--- src/rtl/pre_i_pkg.sv ---
// rtl/pre_i_pkg.sv - shared widths, window constants and FSM state for pre_i_grad_gen
//
// Purpose: common definitions imported by pre_i_sobel3x3 and pre_i_grad_gen.
// Ports: none (package).

package pre_i_pkg;

  // Datapath widths
  localparam int PIX_W    = 8;
  localparam int GRAD_W   = 11;
  localparam int CNT_W    = 6;
  localparam int BLKCNT_W = 7;

  // Internal Sobel arithmetic width (|result| <= 1020 plus sign headroom)
  localparam int SOBEL_W  = 12;

  // Block geometry
  localparam int BLK_ROWS   = 8;
  localparam int SOBEL_COL0 = 3;  // leftmost column of the 3x3 window (centre column 4)

  // cnt windows inside a slot
  localparam int CR1_FIRST = 0;
  localparam int CR1_LAST  = 5;
  localparam int CR2_FIRST = 1;
  localparam int CR2_LAST  = 6;
  localparam int RD_FIRST  = 8;

  typedef enum logic {
    IDLE = 1'b0,
    RUN  = 1'b1
  } state_e;

endpackage

--- src/rtl/pre_i_sobel3x3.sv ---
// rtl/pre_i_sobel3x3.sv - combinational 3x3 Sobel gradient
//
// Purpose: computes signed Sobel-x / Sobel-y of a 3x3 window of unsigned pixels.
// Ports:
//   win [0:2][0:2]  in   pixel window, win[row][col]; row 0 is the upper row,
//                        col 0 the left column
//   gx              out  signed horizontal gradient (right minus left)
//   gy              out  signed vertical gradient (lower minus upper)

module pre_i_sobel3x3
  import pre_i_pkg::*;
(
  input  logic        [PIX_W-1:0]  win [0:2][0:2],
  output logic signed [GRAD_W-1:0] gx,
  output logic signed [GRAD_W-1:0] gy
);

  logic signed [SOBEL_W-1:0] e [0:2][0:2];
  logic signed [SOBEL_W-1:0] gx_w;
  logic signed [SOBEL_W-1:0] gy_w;

  always_comb begin
    for (int i = 0; i < 3; i++) begin
      for (int j = 0; j < 3; j++) begin
        e[i][j] = $signed({{(SOBEL_W-PIX_W){1'b0}}, win[i][j]});
      end
    end

    gx_w = (e[0][2] + (e[1][2] <<< 1) + e[2][2])
         - (e[0][0] + (e[1][0] <<< 1) + e[2][0]);
    gy_w = (e[2][0] + (e[2][1] <<< 1) + e[2][2])
         - (e[0][0] + (e[0][1] <<< 1) + e[0][2]);

    // Magnitude never exceeds 4*255, so dropping the top bit loses nothing.
    gx = gx_w[GRAD_W-1:0];
    gy = gy_w[GRAD_W-1:0];
  end

endmodule

--- src/rtl/pre_i_grad_gen.sv ---
// rtl/pre_i_grad_gen.sv - pre-intra Sobel gradient source and slot timing for one 64x64 LCU
//
// Purpose: walks BLK_NUM+1 slots of CNT_MAX+1 cycles. In slot b (b < BLK_NUM) it
// reads the eight rows of 8x8 block b into a row buffer; in slot b+1 it emits
// six registered Sobel samples (rows 1..6, column 4) of block b at cnt 0..5,
// together with the counterrun1/counterrun2 windows used downstream.
// Configuration macro: PRE_I_RD_LAT2_EN -- when defined, pix_rd_data arrives two
// cycles after pix_rd_en (capture at cnt 10..17, CNT_MAX >= 18); otherwise one cycle.
// Ports:
//   clk, rstn          clock, asynchronous active-low reset
//   start              LCU start pulse, honoured in IDLE only
//   done               one-cycle pulse on the last cycle of the last slot
//   busy               high while running
//   pix_rd_en/blk/row  block-row read request to the pixel buffer
//   pix_rd_data        returned row, pixel k at bits [8k+7:8k]
//   gx, gy             signed gradient samples
//   cnt, blockcnt      cycle-in-slot and slot index
//   counterrun1/2      gradient-valid and accumulate windows

module pre_i_grad_gen
  import pre_i_pkg::*;
#(
  parameter int CNT_MAX = 39,
  parameter int BLK_NUM = 64
) (
  input  logic                       clk,
  input  logic                       rstn,
  input  logic                       start,
  output logic                       done,
  output logic                       busy,
  output logic                       pix_rd_en,
  output logic        [5:0]          pix_rd_blk,
  output logic        [2:0]          pix_rd_row,
  input  logic        [63:0]         pix_rd_data,
  output logic signed [GRAD_W-1:0]   gx,
  output logic signed [GRAD_W-1:0]   gy,
  output logic        [CNT_W-1:0]    cnt,
  output logic        [BLKCNT_W-1:0] blockcnt,
  output logic                       counterrun1,
  output logic                       counterrun2
);

`ifdef PRE_I_RD_LAT2_EN
  localparam int RD_LAT = 2;
`else
  localparam int RD_LAT = 1;
`endif

  localparam int RD_LAST   = RD_FIRST + BLK_ROWS - 1;
  localparam int CAP_FIRST = RD_FIRST + RD_LAT;
  localparam int CAP_LAST  = CAP_FIRST + BLK_ROWS - 1;

  localparam logic [CNT_W-1:0]    CNT_LAST = CNT_W'(CNT_MAX);
  localparam logic [BLKCNT_W-1:0] BLK_LAST = BLKCNT_W'(BLK_NUM);

  // The row buffer must be complete before the c=0 precompute at cnt CNT_MAX.
  generate
    if (CNT_MAX < CAP_LAST + 1 || CNT_MAX > 63) begin : g_bad_cnt_max
      $error("pre_i_grad_gen: CNT_MAX out of range for the configured read latency");
    end
    if (BLK_NUM < 1 || BLK_NUM > 64) begin : g_bad_blk_num
      $error("pre_i_grad_gen: BLK_NUM must be 1..64");
    end
  endgenerate

  // ---------------------------------------------------------------------------
  // State
  // ---------------------------------------------------------------------------
  state_e                     state_q, state_d;
  logic [CNT_W-1:0]           cnt_q, cnt_d;
  logic [BLKCNT_W-1:0]        blk_q, blk_d;
  logic [63:0]                rowbuf_q [0:BLK_ROWS-1];
  logic [63:0]                rowbuf_d [0:BLK_ROWS-1];
  logic signed [GRAD_W-1:0]   gx_q, gx_d;
  logic signed [GRAD_W-1:0]   gy_q, gy_d;

  always_ff @(posedge clk or negedge rstn) begin
    if (!rstn) begin
      state_q <= IDLE;
      cnt_q   <= '0;
      blk_q   <= '0;
      gx_q    <= '0;
      gy_q    <= '0;
      for (int i = 0; i < BLK_ROWS; i++) begin
        rowbuf_q[i] <= '0;
      end
    end else begin
      state_q <= state_d;
      cnt_q   <= cnt_d;
      blk_q   <= blk_d;
      gx_q    <= gx_d;
      gy_q    <= gy_d;
      for (int i = 0; i < BLK_ROWS; i++) begin
        rowbuf_q[i] <= rowbuf_d[i];
      end
    end
  end

  // ---------------------------------------------------------------------------
  // Next state: slot counters
  // ---------------------------------------------------------------------------
  always_comb begin
    state_d = state_q;
    cnt_d   = cnt_q;
    blk_d   = blk_q;
    case (state_q)
      IDLE: begin
        cnt_d = '0;
        blk_d = '0;
        if (start) begin
          state_d = RUN;
        end
      end
      RUN: begin
        // start is deliberately not looked at here, including on the done cycle.
        if (cnt_q == CNT_LAST) begin
          cnt_d = '0;
          if (blk_q == BLK_LAST) begin
            state_d = IDLE;
            blk_d   = '0;
          end else begin
            blk_d = blk_q + 1'b1;
          end
        end else begin
          cnt_d = cnt_q + 1'b1;
        end
      end
      default: begin
        state_d = IDLE;
        cnt_d   = '0;
        blk_d   = '0;
      end
    endcase
  end

  // ---------------------------------------------------------------------------
  // Outputs decoded from the counters
  // ---------------------------------------------------------------------------
  logic             run_st;
  logic             fetch_slot;
  logic [CNT_W-1:0] rd_off;

  always_comb begin
    run_st     = (state_q == RUN);
    fetch_slot = run_st && (blk_q != BLK_LAST);
    rd_off     = cnt_q - CNT_W'(RD_FIRST);

    busy = run_st;
    done = run_st && (cnt_q == CNT_LAST) && (blk_q == BLK_LAST);

    pix_rd_en  = fetch_slot && (cnt_q >= CNT_W'(RD_FIRST)) && (cnt_q <= CNT_W'(RD_LAST));
    pix_rd_blk = pix_rd_en ? blk_q[5:0] : 6'd0;
    pix_rd_row = pix_rd_en ? rd_off[2:0] : 3'd0;

    counterrun1 = run_st && (blk_q != '0)
               && (cnt_q >= CNT_W'(CR1_FIRST)) && (cnt_q <= CNT_W'(CR1_LAST));
    counterrun2 = run_st && (blk_q != '0)
               && (cnt_q >= CNT_W'(CR2_FIRST)) && (cnt_q <= CNT_W'(CR2_LAST));

    cnt      = cnt_q;
    blockcnt = blk_q;
    gx       = gx_q;
    gy       = gy_q;
  end

  // ---------------------------------------------------------------------------
  // Row buffer capture
  // ---------------------------------------------------------------------------
  logic             cap_en;
  logic [CNT_W-1:0] cap_off;

  always_comb begin
    cap_off = cnt_q - CNT_W'(CAP_FIRST);
    cap_en  = fetch_slot && (cnt_q >= CNT_W'(CAP_FIRST)) && (cnt_q <= CNT_W'(CAP_LAST));
    for (int i = 0; i < BLK_ROWS; i++) begin
      rowbuf_d[i] = rowbuf_q[i];
    end
    if (cap_en) begin
      rowbuf_d[cap_off[2:0]] = pix_rd_data;
    end
  end

  // ---------------------------------------------------------------------------
  // Gradient precompute: the sample shown at cnt c is formed one cycle earlier,
  // so cnt CNT_MAX of slot b prepares c=0 and cnt 0..4 of slot b+1 prepare c+1.
  // Sample c uses buffer rows c, c+1, c+2 (centre row r=c+1).
  // ---------------------------------------------------------------------------
  logic                     grad_en;
  logic [2:0]               grad_c;
  logic [PIX_W-1:0]         win [0:2][0:2];
  logic signed [GRAD_W-1:0] sobel_gx;
  logic signed [GRAD_W-1:0] sobel_gy;

  always_comb begin
    grad_en = 1'b0;
    grad_c  = 3'd0;
    if (run_st && (cnt_q == CNT_LAST) && (blk_q != BLK_LAST)) begin
      grad_en = 1'b1;
    end else if (run_st && (blk_q != '0) && (cnt_q < CNT_W'(CR1_LAST))) begin
      grad_en = 1'b1;
      grad_c  = 3'(cnt_q + 1'b1);
    end
  end

  always_comb begin
    for (int i = 0; i < 3; i++) begin
      for (int j = 0; j < 3; j++) begin
        win[i][j] = rowbuf_q[grad_c + 3'(i)][PIX_W*(SOBEL_COL0+j) +: PIX_W];
      end
    end
  end

  pre_i_sobel3x3 u_sobel (
    .win (win),
    .gx  (sobel_gx),
    .gy  (sobel_gy)
  );

  always_comb begin
    gx_d = grad_en ? sobel_gx : '0;
    gy_d = grad_en ? sobel_gy : '0;
  end

endmodule

--- config.mk ---
export PLATFORM = sky130hd
export DESIGN_NAME = pre_i_grad_gen
export DESIGN_NICKNAME = d
export VERILOG_FILES = /design/src/rtl/pre_i_pkg.sv /design/src/rtl/pre_i_sobel3x3.sv /design/src/rtl/pre_i_grad_gen.sv
export SDC_FILE = /design/constraint.sdc
export NUM_CORES = 1
export LEC_CHECK = 0
export ABC_CLOCK_PERIOD_IN_PS = 7700
export CAP_MARGIN = 20
export CORE_ASPECT_RATIO = 0.6
export CORE_MARGIN = 4
export CORE_UTILIZATION = 60
export CTS_BUF_LIST = sky130_fd_sc_hd__clkbuf_16
export CTS_CLUSTER_DIAMETER = 80
export DETAILED_ROUTE_END_ITERATION = 10
export GPL_TIMING_DRIVEN = 0
export PLACE_DENSITY = 0.84
export SLEW_MARGIN = 20
export SYNTH_ARGS = -nofsm -noshare
export SYNTH_HDL_FRONTEND = slang
export SYNTH_HIERARCHICAL = 1
export SYNTH_SLANG_ARGS = --single-unit
--- constraint.sdc ---
create_clock -name clk -period 7.7 [get_ports clk]
set_input_delay 1.54 -clock clk [delete_from_list [all_inputs] [get_ports clk]]
set_output_delay 1.54 -clock clk [all_outputs]
set_load 0.05 [all_outputs]
==> flow_summary.ini <==
[finish]
area_growth_pct = 13.2
final_cell_count_no_fill = 2022
nFillCells = 1855
layout-drive-gt1-share_pct = 18.0
stdcell_area_um2 = 17900
final_common_cell = dfrtp_1
final_cell_mix = dfrtp_1, o21ai_0, mux2_2
finalNetCount = 1817
n_antenna_cell = 0

[sta]
fin_skew_ns = 0.0116
clock.fmax_mhz = 135
finalSetupViolations = 0
period_minus_slack_ns = 7.43
finalHoldViolations = 0
max_slew_margin_pct = 34.6
rsz0062_at_grt = false
slew_viol_final = 0
worst_pin_slew_ns = 0.981
holdWs_ns = 0.507
timing.final.crit_share_pct = 96.5

[placed_design]
place_hpwl_mm = 47.9
port-buffer-count = 75
placed_cell_area_um2 = 17000
place_inst = 1983
place.gp.congestion = 1.06

[floorplan]
start_util_pct = 61.7
die_y_um = 134
io_pins = 116
coreArea_um2 = 25600
num_rows = 45
dieArea_um2 = 29000
die_x_um = 217

[worst_setup_path]
r2r-end = gy[10]$_DFF_PN0_
crit_required_ns = 8.18
worstSetupPathType = flip-flop to flip-flop
worst_setup_path_start_kind = flip-flop
end_kind = flip-flop
max_stage_delay_ns = 0.67
rr_worst_depth = 27
regToRegSetupSlack_ns = 0.27
critPathArrivalTime_ns = 7.91
cpMaxStageDelayCell = clkbuf_1
rr_startpoint = cnt[0]$_DFF_PN0_
crit_fanout = 18

[clock_network]
cts.htree.levels = 1
clk-insertion-delay-late_ns = 0.55
cts_root_buffer = clkbuf_16
clockBufferDepth = 3
cts_hold_buf = 0
cts_buffers = 22
cts_tree = yes
clock-sinks = 228
clkTransAtPathRegs_ns = 0.07

[min_path]
whs_endpoint = rowbuf_q[36]$_DFFE_PN0P_
holdCritPathClass = flip-flop to flip-flop
holdPathStages = 1
worstHoldStart = rowbuf_q[36]$_DFFE_PN0P_

[job]
maxCapViolCount = 0

[logic_synthesis]
syn_inst = 1553
synth_area_um2 = 15800
yosys_warnings = 6
syn_nets = 1715
syn_area_per_cell_um2 = 10.2

[drt]
dr_total_vias = 14800
route.detailed.drc = 0
antenna_left = 0
vias_per_cell = 7.31
dr.pass1.iters = 9
drt-wirelength-per-cell_um = 32.1
finalWirelength_mm = 64.9
drt-initial-drc-count = 2966

[grt]
grt_remaining_overflow = 0
grt_pass1_wl_mm = 95.4
grt_pass1_vias = 14600
grt_usage_pct = 44.2
antenna_found_initial = 0
grt_max_degree = 97

[run_status]
outcome = finished clean
## per-layer routing
metal	part of all wire, %	global-route usage, %
met1	40	61.7
met2	39	59.1
met3	18	22.6
met4	4.0	15.0
met5	0	0
## registers in the layout, indices dropped and copies added (netlist names)
register and cells:
gx 11, cnt 6, busy 1, rowbuf_q 192, gy 11, blockcnt 7
## through the flow
stage | worst slack (ns) | setup TNS (ns) | util [%]
after floorplan | 0.887 | 0 | -
after global placement | -4.01 | -907.00 | 66.4
after detailed placement | -1.19 | -5.29 | 66.6
after CTS | 0.000162 | 0 | 69.7
after global routing | 0.0604 | 0 | 69.9
final | 0.267 | 0 | 69.9
## how the worst max path moves through the flow
stage	cells after the start	endpoint	startpoint	slack [ns]
after global routing	29	gy[10]$_DFF_PN0_	cnt[0]$_DFF_PN0_	0.06
after floorplan	31	gy[10]$_DFF_PN0_	cnt[0]$_DFF_PN0_	0.89
after detailed placement	30	gy[10]$_DFF_PN0_	cnt[0]$_DFF_PN0_	-1.19
after CTS	30	gy[10]$_DFF_PN0_	cnt[0]$_DFF_PN0_	0.0002
final	27	gy[10]$_DFF_PN0_	cnt[0]$_DFF_PN0_	0.27
after global placement	1	rowbuf_q[287]$_DFFE_PN0P_	rstn	-4.01
## timing repair
item | 4_1_cts | 5_1_grt
pin swaps | 1 | 3
resized for setup | 26 | 30
setup endpoints to repair | 11 | 5
setup buffers | 1 | 2
## cell type report
type	instances	area, um2	area share, %
inverter	95	362	2.02
sequential	228	5710	31.9
clock buffer	23	576	3.22
timing repair buffer	81	841	4.71
buffer	141	689	3.86
multi-input combinational	1086	9080	50.9
tap	352	440	2.47
clock inverter	16	163	0.911
## worst max-delay path: cells and delay by family (launching register included)
family          cells  cell delay, ns
xor+xnor            2            0.33
fa+ha+maj           6            2.52
compound gates      7            1.25
simple gates        4            0.82
buf+inv             8            1.99
flops               1            0.42
Power is left out: the tool's default activity adds up to more than one toggle a clock period on the data nets, which glitch-free logic cannot reach.
